--- src/rtl/fpga_btn_debounce_if.sv ---
// Button conditioning bus: raw pins in, 100 Hz reference and debounced levels/events out.
interface fpga_btn_debounce_if #(
    parameter int NUM_BTN = 2
);
    logic [NUM_BTN-1:0] btn_raw;
    logic               clk_100hz;
    logic               tick_100hz;
    logic [NUM_BTN-1:0] buttons;
    logic [NUM_BTN-1:0] btn_press;
    logic [NUM_BTN-1:0] btn_release;

    modport master (
        output btn_raw,
        input  clk_100hz, tick_100hz, buttons, btn_press, btn_release
    );

    modport slave (
        input  btn_raw,
        output clk_100hz, tick_100hz, buttons, btn_press, btn_release
    );
endinterface

--- src/rtl/fpga_btn_debounce.sv ---
// 100 Hz reference divider plus per-button synchroniser and tick-sampled debounce FSM.
module fpga_btn_debounce_lane #(
    parameter int DEBOUNCE_TICKS = 3
) (
    input  logic clk,
    input  logic rst_n,
    input  logic tick,
    input  logic sync,
    output logic level,
    output logic press,
    output logic rel
);
    localparam int CW = $clog2(DEBOUNCE_TICKS) + 1;
    localparam logic [CW-1:0] LAST = CW'(DEBOUNCE_TICKS - 1);

    // bit 1 of the state is the debounced level
    localparam logic [1:0] RELEASED     = 2'd0;
    localparam logic [1:0] PRESS_PEND   = 2'd1;
    localparam logic [1:0] PRESSED      = 2'd2;
    localparam logic [1:0] RELEASE_PEND = 2'd3;

    logic [1:0]    state, state_n;
    logic [CW-1:0] cnt, cnt_n;

    always_comb begin
        state_n = state;
        cnt_n   = cnt;
        if (tick) begin
            case (state)
                RELEASED: if (sync) begin
                    if (DEBOUNCE_TICKS == 1) begin
                        state_n = PRESSED;
                        cnt_n   = '0;
                    end else begin
                        state_n = PRESS_PEND;
                        cnt_n   = CW'(1);
                    end
                end
                PRESS_PEND: begin
                    if (!sync) begin
                        state_n = RELEASED;
                        cnt_n   = '0;
                    end else if (cnt == LAST) begin
                        state_n = PRESSED;
                        cnt_n   = '0;
                    end else begin
                        cnt_n = cnt + CW'(1);
                    end
                end
                PRESSED: if (!sync) begin
                    if (DEBOUNCE_TICKS == 1) begin
                        state_n = RELEASED;
                        cnt_n   = '0;
                    end else begin
                        state_n = RELEASE_PEND;
                        cnt_n   = CW'(1);
                    end
                end
                default: begin
                    if (sync) begin
                        state_n = PRESSED;
                        cnt_n   = '0;
                    end else if (cnt == LAST) begin
                        state_n = RELEASED;
                        cnt_n   = '0;
                    end else begin
                        cnt_n = cnt + CW'(1);
                    end
                end
            endcase
        end
    end

    // Event pulses are registered alongside the level so they line up with it.
    always_ff @(posedge clk) begin
        if (!rst_n) begin
            state <= RELEASED;
            cnt   <= '0;
            level <= 1'b0;
            press <= 1'b0;
            rel   <= 1'b0;
        end else begin
            state <= state_n;
            cnt   <= cnt_n;
            level <= state_n[1];
            press <= state_n[1] & ~state[1];
            rel   <= ~state_n[1] & state[1];
        end
    end
endmodule

module fpga_btn_debounce #(
    parameter int DIV_RATIO      = 250000,
    parameter int NUM_BTN        = 2,
    parameter int DEBOUNCE_TICKS = 3,
    parameter int CNT_W          = 18
) (
    input  logic                 PCLK,
    input  logic                 PRESETn,
    fpga_btn_debounce_if.slave   bus
);
    localparam logic [CNT_W-1:0] LAST = CNT_W'(DIV_RATIO - 1);
    localparam logic [CNT_W-1:0] HALF = CNT_W'(DIV_RATIO / 2);

    logic [CNT_W-1:0]   div_cnt;
    logic               clk_reg;
    logic               tick;
    logic [NUM_BTN-1:0] sync1, sync2;
    logic [NUM_BTN-1:0] level, press, rel;

    always_ff @(posedge PCLK) begin
        if (!PRESETn) begin
            div_cnt <= '0;
            clk_reg <= 1'b0;
            tick    <= 1'b0;
            sync1   <= '0;
            sync2   <= '0;
        end else begin
            div_cnt <= (div_cnt == LAST) ? '0 : div_cnt + CNT_W'(1);
            tick    <= (div_cnt == LAST);
            clk_reg <= (div_cnt >= HALF);
            sync1   <= bus.btn_raw;
            sync2   <= sync1;
        end
    end

    for (genvar i = 0; i < NUM_BTN; i++) begin : g_lane
        fpga_btn_debounce_lane #(
            .DEBOUNCE_TICKS(DEBOUNCE_TICKS)
        ) u_lane (
            .clk  (PCLK),
            .rst_n(PRESETn),
            .tick (tick),
            .sync (sync2[i]),
            .level(level[i]),
            .press(press[i]),
            .rel  (rel[i])
        );
    end

    assign bus.clk_100hz   = clk_reg;
    assign bus.tick_100hz  = tick;
    assign bus.buttons     = level;
    assign bus.btn_press   = press;
    assign bus.btn_release = rel;
endmodule
--- src/flat_wrapper.sv ---
// flat-port wrapper written by rule: the top's interface ports become plain ports
module fpga_btn_debounce_flat 
#(
    parameter int DIV_RATIO      = 250000,
    parameter int NUM_BTN        = 2,
    parameter int DEBOUNCE_TICKS = 3,
    parameter int CNT_W          = 18
)
  (PCLK, PRESETn, bus_btn_raw, bus_clk_100hz, bus_tick_100hz, bus_buttons, bus_btn_press, bus_btn_release);
  fpga_btn_debounce_if #(.NUM_BTN(NUM_BTN)) bus_i ();
  input  logic PCLK;
  input  logic PRESETn;
  input wire logic [$bits(bus_i.btn_raw)-1:0] bus_btn_raw;
  output wire logic [$bits(bus_i.clk_100hz)-1:0] bus_clk_100hz;
  output wire logic [$bits(bus_i.tick_100hz)-1:0] bus_tick_100hz;
  output wire logic [$bits(bus_i.buttons)-1:0] bus_buttons;
  output wire logic [$bits(bus_i.btn_press)-1:0] bus_btn_press;
  output wire logic [$bits(bus_i.btn_release)-1:0] bus_btn_release;
  assign bus_i.btn_raw = bus_btn_raw;
  assign bus_clk_100hz = bus_i.clk_100hz;
  assign bus_tick_100hz = bus_i.tick_100hz;
  assign bus_buttons = bus_i.buttons;
  assign bus_btn_press = bus_i.btn_press;
  assign bus_btn_release = bus_i.btn_release;
  fpga_btn_debounce #(.DIV_RATIO(DIV_RATIO), .NUM_BTN(NUM_BTN), .DEBOUNCE_TICKS(DEBOUNCE_TICKS), .CNT_W(CNT_W)) u_core (.PCLK(PCLK), .PRESETn(PRESETn), .bus(bus_i));
endmodule
--- config.mk ---
export PLATFORM = sky130hd
export DESIGN_NAME = fpga_btn_debounce_flat
export DESIGN_NICKNAME = d
export VERILOG_FILES = /design/src/rtl/fpga_btn_debounce_if.sv /design/src/rtl/fpga_btn_debounce.sv /design/src/flat_wrapper.sv
export SDC_FILE = /design/constraint.sdc
export NUM_CORES = 1
export LEC_CHECK = 0
export BUFFER_PORTS_ARGS = -buffer_cell sky130_fd_sc_hd__buf_2
export CAP_MARGIN = 25
export CELL_PAD_IN_SITES_DETAIL_PLACEMENT = 1
export CELL_PAD_IN_SITES_GLOBAL_PLACEMENT = 1
export CORE_ASPECT_RATIO = 1.1
export CORE_MARGIN = 2
export CORE_UTILIZATION = 45
export DETAILED_ROUTE_END_ITERATION = 10
export PLACE_DENSITY = 0.76
export SLEW_MARGIN = 10
export SYNTH_ARGS = -nofsm -noshare
export SYNTH_HDL_FRONTEND = slang
export SYNTH_SLANG_ARGS = --single-unit
--- constraint.sdc ---
create_clock -name PCLK -period 1.81 [get_ports PCLK]
set_clock_uncertainty 0.05 [all_clocks]
set_input_delay 0.0905 -clock PCLK [delete_from_list [all_inputs] [get_ports PCLK]]
set_output_delay 0.0905 -clock PCLK [all_outputs]
set_load 0.05 [all_outputs]
==> run metrics, run 1 <==
routed vias=1465; drt initial violations=65; Die Y=69.1 um; largest family of logic cells by synthesized area=simple AND/OR/NAND/NOR gates; Yosys warnings=0; Worst Path Required=1.94 ns; Fillers=462; drt drc=0; Site Rows=23; Post-Synth Adder-Cell Area=1.44%; Avg Cell Area, Syn=8.62 um^2; WL per Instance=15.1 um; share of cells above drive strength 1=15.4%; gpl congestion=0.826; Final Max Tran Viols=0; post-synthesis async set-or-reset flop share=0%; worst path arrival time=1.86 ns; clock root buffer=clkbuf_8; largest net degree at the start of global routing=19; Sink Count=38; DRT antenna net count=0; net count after synthesis=207; CTS H-tree depth=2; count of final setup violators=0; EDFF count, synth=0; post-synthesis mux area share=0%; die area=0.00436 mm^2; CTS tree=yes; CP max FO=6; initial antenna violation count=0; Post-DP HPWL=2.82 mm; ys flop type=dfxtp_1; #FFs+latches synth=38; minimum clock period=1.73 ns; Net count, final=220; core box area=0.00365 mm^2; grt total ovfl=0; Tot Pwr=1.45 mW; met3 Resource Use GR=5.71%; status=complete, no violations; fmax=0.578 GHz; clock-pin slew on the worst setup and hold paths=0.07 ns; DP Area=0.00181 mm^2; Mapped Cells=201; die width=63.2 um; met1 Resource Use GR=20.9%; post-route cell area=0.00193 mm^2; Hold Worst Slack=0.103 ns; DRT Pass-1 Iters=4; Fin. Hold Viols=0; post-synthesis compound-gate area fraction=12.1%; Bufs on Longest Clock Path=2; static leakage=0.664 nW; Yosys cell types=36; Slew Limit Headroom=72.4%; crit share post-route=95.5%; Slew @ Worst Pin=0.410 ns; Initial Utilization=47.4%; # IOs=12; min-delay worst type=in -> reg; Worst Setup End Kind=flop; Cell Area, Synth=0.00173 mm^2; XOR/XNOR Fraction of Synth Area=7.58%; worst skew pair latency=0.29 ns; first-pass GRT wire length=7.02 mm; crit path kind=reg -> reg; synthesis-to-finish area growth=11.1%; vias in the first global route=1520; GRT busiest layer=met2; fin cells=264; Max rail drop VDD=0.000365 V; drt via density=5.55; Antenna Cells=0; Global Route Usage Sum=20.5%; register area share after synthesis=43.9%; CTS Buf Count=5; Post-Synth Simple-Gate Area=28.4%; startpoint types=flop; GR Util met2=37.1%; Max Cap Viol=0; placed cell count=254; PD cells=753 mW/mm^2; PortBufs=11; total detailed-routing wirelength=3.98 mm
## worst max-delay path: stages (launching register included)
cell and delay, ns:
dfxtp_1 0.44, ha_1 0.29, nand4_1 0.15, buf_4 0.19, nor4_1 0.29, xnor2_1 0.17, nor2_1 0.05
## timing repair
item / 4_1_cts / 5_1_grt
hold buffers: 2 / 0
setup buffers: 0 / 1
hold endpoints to repair: 2 / 0
setup endpoints to repair: 0 / 14
gates resized for setup: 0 / 2
## area by class of cell
type                       instances  area (um^2)  share of cell area (%)
sequential                        38          761                    39.5
timing repair buffer              19          120                    6.24
clock buffer                       5         68.8                    3.57
clock inverter                     2         10.0                   0.520
inverter                           9         33.8                    1.75
tap                               50         62.6                    3.25
multi-input combinational        141          870                    45.2
## flip-flops by register name, summed over array words and instances, names as in the netlist
register and cells:
u_core.g_lane.u_lane.rel 2, u_core.div_cnt 18, u_core.bus.tick_100hz 1, u_core.g_lane.u_lane.level 1, u_core.sync1 2, u_core.sync2 2, u_core.g_lane.u_lane.press 2, u_core.g_lane.u_lane.state 3
u_core.g_lane.u_lane.cnt 6, u_core.bus.clk_100hz 1
## synth_stat cells, types with 2 or more instances
cell / n / area (um^2)
dfxtp_1: 38 / 761
nor2_1: 24 / 90.1
nand2_1: 19 / 71.3
a21oi_1: 12 / 60.1
nand3_1: 10 / 50.1
inv_1: 9 / 33.8
xnor2_1: 8 / 70.1
nand4_1: 7 / 43.8
xor2_1: 7 / 61.3
and2_1: 6 / 37.5
buf_4: 6 / 45.0
nor3_1: 6 / 30.0
clkbuf_1: 5 / 18.8
nor3b_1: 5 / 37.5
o21ai_0: 5 / 25.0
nor4_1: 4 / 25.0
nand3b_1: 3 / 22.5
o22ai_1: 3 / 18.8
a31o_2: 2 / 17.5
a32oi_1: 2 / 17.5
and4_1: 2 / 17.5
ha_1: 2 / 25.0
nor4bb_1: 2 / 20.0
o31ai_1: 2 / 15.0
## logic make-up (layout without fill, tap and decap cells)
group	count (synthesis)	in the layout
and+or+nand+nor	93	93
adders and majority gates	2	2
DFF	38	38
buffers and inverters	22	35
AOI/OAI and AO/OA	31	31
xor gates and xnor gates	15	15
## cell usage in the layout, fill, tap and decap left out, types with 5 or more instances in the layout
master | netlist | routed
nor2_1 | 24 | 24
buf_4 | 6 | 6
and2_1 | 6 | 6
buf_2 | 0 | 11
a21oi_1 | 12 | 12
dfxtp_1 | 38 | 38
xnor2_1 | 8 | 8
nor3_1 | 6 | 6
nor3b_1 | 5 | 5
o21ai_0 | 5 | 5
nand2_1 | 19 | 19
inv_1 | 9 | 9
xor2_1 | 7 | 7
clkbuf_8 | 0 | 5
nand4_1 | 7 | 7
nand3_1 | 10 | 9
## path summary, 6_finish.rpt
path | from | cells past startpoint | slack, ns | end
hold / removal | PRESETn | 3 | 0.10 | u_core.g_lane[0].u_lane.cnt[0]$_SDFFE_PN0P_
setup reg to reg | u_core.div_cnt[0]$_SDFF_PP0_ | 6 | 0.08 | u_core.div_cnt[14]$_SDFF_PP0_
setup / recovery | u_core.div_cnt[0]$_SDFF_PP0_ | 6 | 0.08 | u_core.div_cnt[14]$_SDFF_PP0_
hold reg to reg | u_core.sync1[1]$_SDFF_PN0_ | 1 | 0.39 | u_core.sync2[1]$_SDFF_PN0_
## routing by layer
layer / vias to the layer above / routed length (um)
li1: 724 / -
met1: 718 / 1640
met2: 15 / 2160
met3: 8 / 90
met4: 0 / 87
met5: - / 0
## power by group
group / total, mW / switching (mW) / internal [mW]
combinational: 0.0432 / 0.0248 / 0.0185
sequential: 0.856 / 0.0110 / 0.845
clock: 0.549 / 0.291 / 0.258
total: 1.45 / 0.327 / 1.12
## stage by stage
stage / setup slack, ns / util [%] / TNS, ns
after floorplan: 0.197 / - / 0
after global placement: 0.194 / 49.5 / 0
after detailed placement: 0.111 / 49.5 / 0
final: 0.0812 / 52.7 / 0
after CTS: 0.0743 / 52.2 / 0
after global routing: -0.00298 / 52.7 / -0.00298
No activity file was read; power rests on OpenSTA's default activity.
==> inputs of run 2 (changes only) <==
CORE_ASPECT_RATIO = 1.4   (was 1.1)
==> run metrics, run 2 (synthesis results as in run 1) <==
WL per Instance=15.3 um (+1.3%); quantity of gates resized following cts=0 (unchanged); Largest register FFs=18 (unchanged); r2r worst-path depth=5 (-1); PD cells=771 mW/mm^2 (+2.5%); die area=0.00437 mm^2 (+0.15%); drt via density=5.67 (+2.2%); drt drc=0 (unchanged); share of cells above drive strength 1=13.7% (-1.7 points); fmax=0.599 GHz (+3.5%); Max Cap Viol=0 (unchanged); Initial Utilization=47.1% (-0.27 points); Antenna Cells=0 (unchanged); most frequent cells in the layout=dfxtp_1, nor2_1, nand2_1, a21oi_1, buf_2; vias in the first global route=1477 (-2.8%); Site Rows=26 (+13%); Global Route Usage Sum=19.6% (-0.88 points); post-route cell area=0.00190 mm^2 (-1.3%); status=complete, no violations; Max rail drop VDD=0.000484 V (+32%); die width=56.4 um (-11%); worst skew pair latency=0.29 ns (about the same); DRT Pass-1 Iters=4 (unchanged); synthesis-to-finish area growth=9.67%; clock root buffer=clkbuf_8; DRT antenna net count=0 (unchanged); worst path arrival time=1.78 ns (-0.08 ns); setup TNS=0 ns (unchanged); PortBufs=11 (unchanged); min-delay worst type=in -> reg; Setup Buffers After CTS=0 (unchanged); static leakage=0.659 nW (-0.73%); Bufs on Longest Clock Path=2 (unchanged); startpoint types=flop; Die Y=77.4 um (+12%); # IOs=12 (unchanged); Biggest register=u_core.div_cnt; Worst Path Required=1.92 ns (-0.02 ns); DP Area=0.00180 mm^2 (-0.55%); fin util=51.7% (-0.99 points); initial antenna violation count=0 (unchanged); Fin. Hold Viols=0 (unchanged); Top Registers=u_core.div_cnt x18, u_core.g_lane.u_lane.cnt x6, u_core.g_lane.u_lane.state x3; Sink Count=38 (unchanged); grt total ovfl=0 (unchanged); largest net degree at the start of global routing=19 (unchanged); crit path kind=reg -> reg; commonest non-fill, non-tap cell in the layout=dfxtp_1; CP max FO=18 (+12); core box area=0.00368 mm^2 (+0.58%); first-pass GRT wire length=6.72 mm (-4.3%); Hold Path Cell Cnt=2 (-1); Post-DP HPWL=2.84 mm (+0.56%); clock-pin slew on the worst setup and hold paths=0.07 ns (about the same); gpl congestion=0.827 (+0.17%); Net count, final=219 (-0.45%); RSZ-0062 raised after global routing=false; total detailed-routing wirelength=3.88 mm (-2.6%); count of final setup violators=0 (unchanged); Slew @ Worst Pin=0.587 ns (+0.177 ns); CTS Buf Count=5 (unchanged); Tot Pwr=1.47 mW (+1.2%); Final Max Tran Viols=0 (unchanged); CTS H-tree depth=2 (unchanged); CTS tree=yes; routed vias=1440 (-1.7%); minimum clock period=1.67 ns (-0.0582 ns); crit share post-route=92.3% (-3.2 points); Slew Limit Headroom=60.4% (-12 points); Worst Setup End Kind=flop; drt initial violations=71 (+9.2%); Fillers=461 (-0.22%)
-- run 2: changes by cell type in the layout (fill, tap and decap cells not counted), sizes merged --
| cell | delta |
|---|---|
| clkinv | -2 |
| buf | -1 |
| clkbuf | +1 |
-- run 2: stage by stage --
stage | std cells | hold WS [ns] | setup WS (ns)
floorplan | 201 | 0.168 | 0.197
global placement | 246 | 0.246 | 0.215
detailed placement | 246 | 0.262 | 0.133
CTS | 254 | 0.124 | 0.116
global route | 254 | 0.134 | 0.0163
finish | 254 | 0.122 | 0.139
-- run 2: final timing paths --
| check | start | to | slack (ns) |
|---|---|---|---|
| max | u_core.div_cnt[0]$_SDFF_PP0_ | u_core.div_cnt[11]$_SDFF_PP0_ | 0.14 |
| min | PRESETn | u_core.g_lane[1].u_lane.cnt[2]$_SDFFE_PN0P_ | 0.12 |
| max reg2reg | u_core.div_cnt[0]$_SDFF_PP0_ | u_core.div_cnt[11]$_SDFF_PP0_ | 0.14 |
| min reg2reg | u_core.sync1[1]$_SDFF_PN0_ | u_core.sync2[1]$_SDFF_PN0_ | 0.39 |
-- run 2: what timing repair did --
item / in CTS / in global routing
setup endpoints to repair: 0 / 0
endpoints found under the hold margin: 2 / 0
hold buffers: 2 / 0
-- run 2: power breakdown --
part	internal [mW]	switching, mW	leakage [nW]
registers	0.846	0.0107	0.307
logic	0.0185	0.0263	0.309
clock network	0.293	0.271	0.0431
-- run 2: metal layers --
| layer | vias up | part of all wire (%) | GRT usage, % |
|---|---|---|---|
| li1 | 715 | - | - |
| met1 | 696 | 40 | 20.6 |
| met2 | 17 | 55 | 35.0 |
| met3 | 12 | 2.4 | 4.67 |
| met4 | 0 | 2.9 | 10.5 |
| met5 | - | 0 | 0 |
-- run 2: cell type report --
| type | instances | area [um^2] | area share, % |
|---|---|---|---|
| Multi-Input combinational cell | 141 | 858 | 45.2 |
| Sequential cell | 38 | 761 | 40.0 |
| Tap cell | 42 | 52.6 | 2.76 |
| Clock buffer | 6 | 82.6 | 4.34 |
| Timing Repair Buffer | 18 | 113 | 5.92 |
| Inverter | 9 | 33.8 | 1.78 |
-- run 2: worst max-delay path, stage by stage (launching register included) --
cell	delay, ns
dfxtp_1	0.42
ha_1	0.27
nand3_1	0.21
o31ai_4	0.28
buf_4	0.25
a21oi_1	0.07
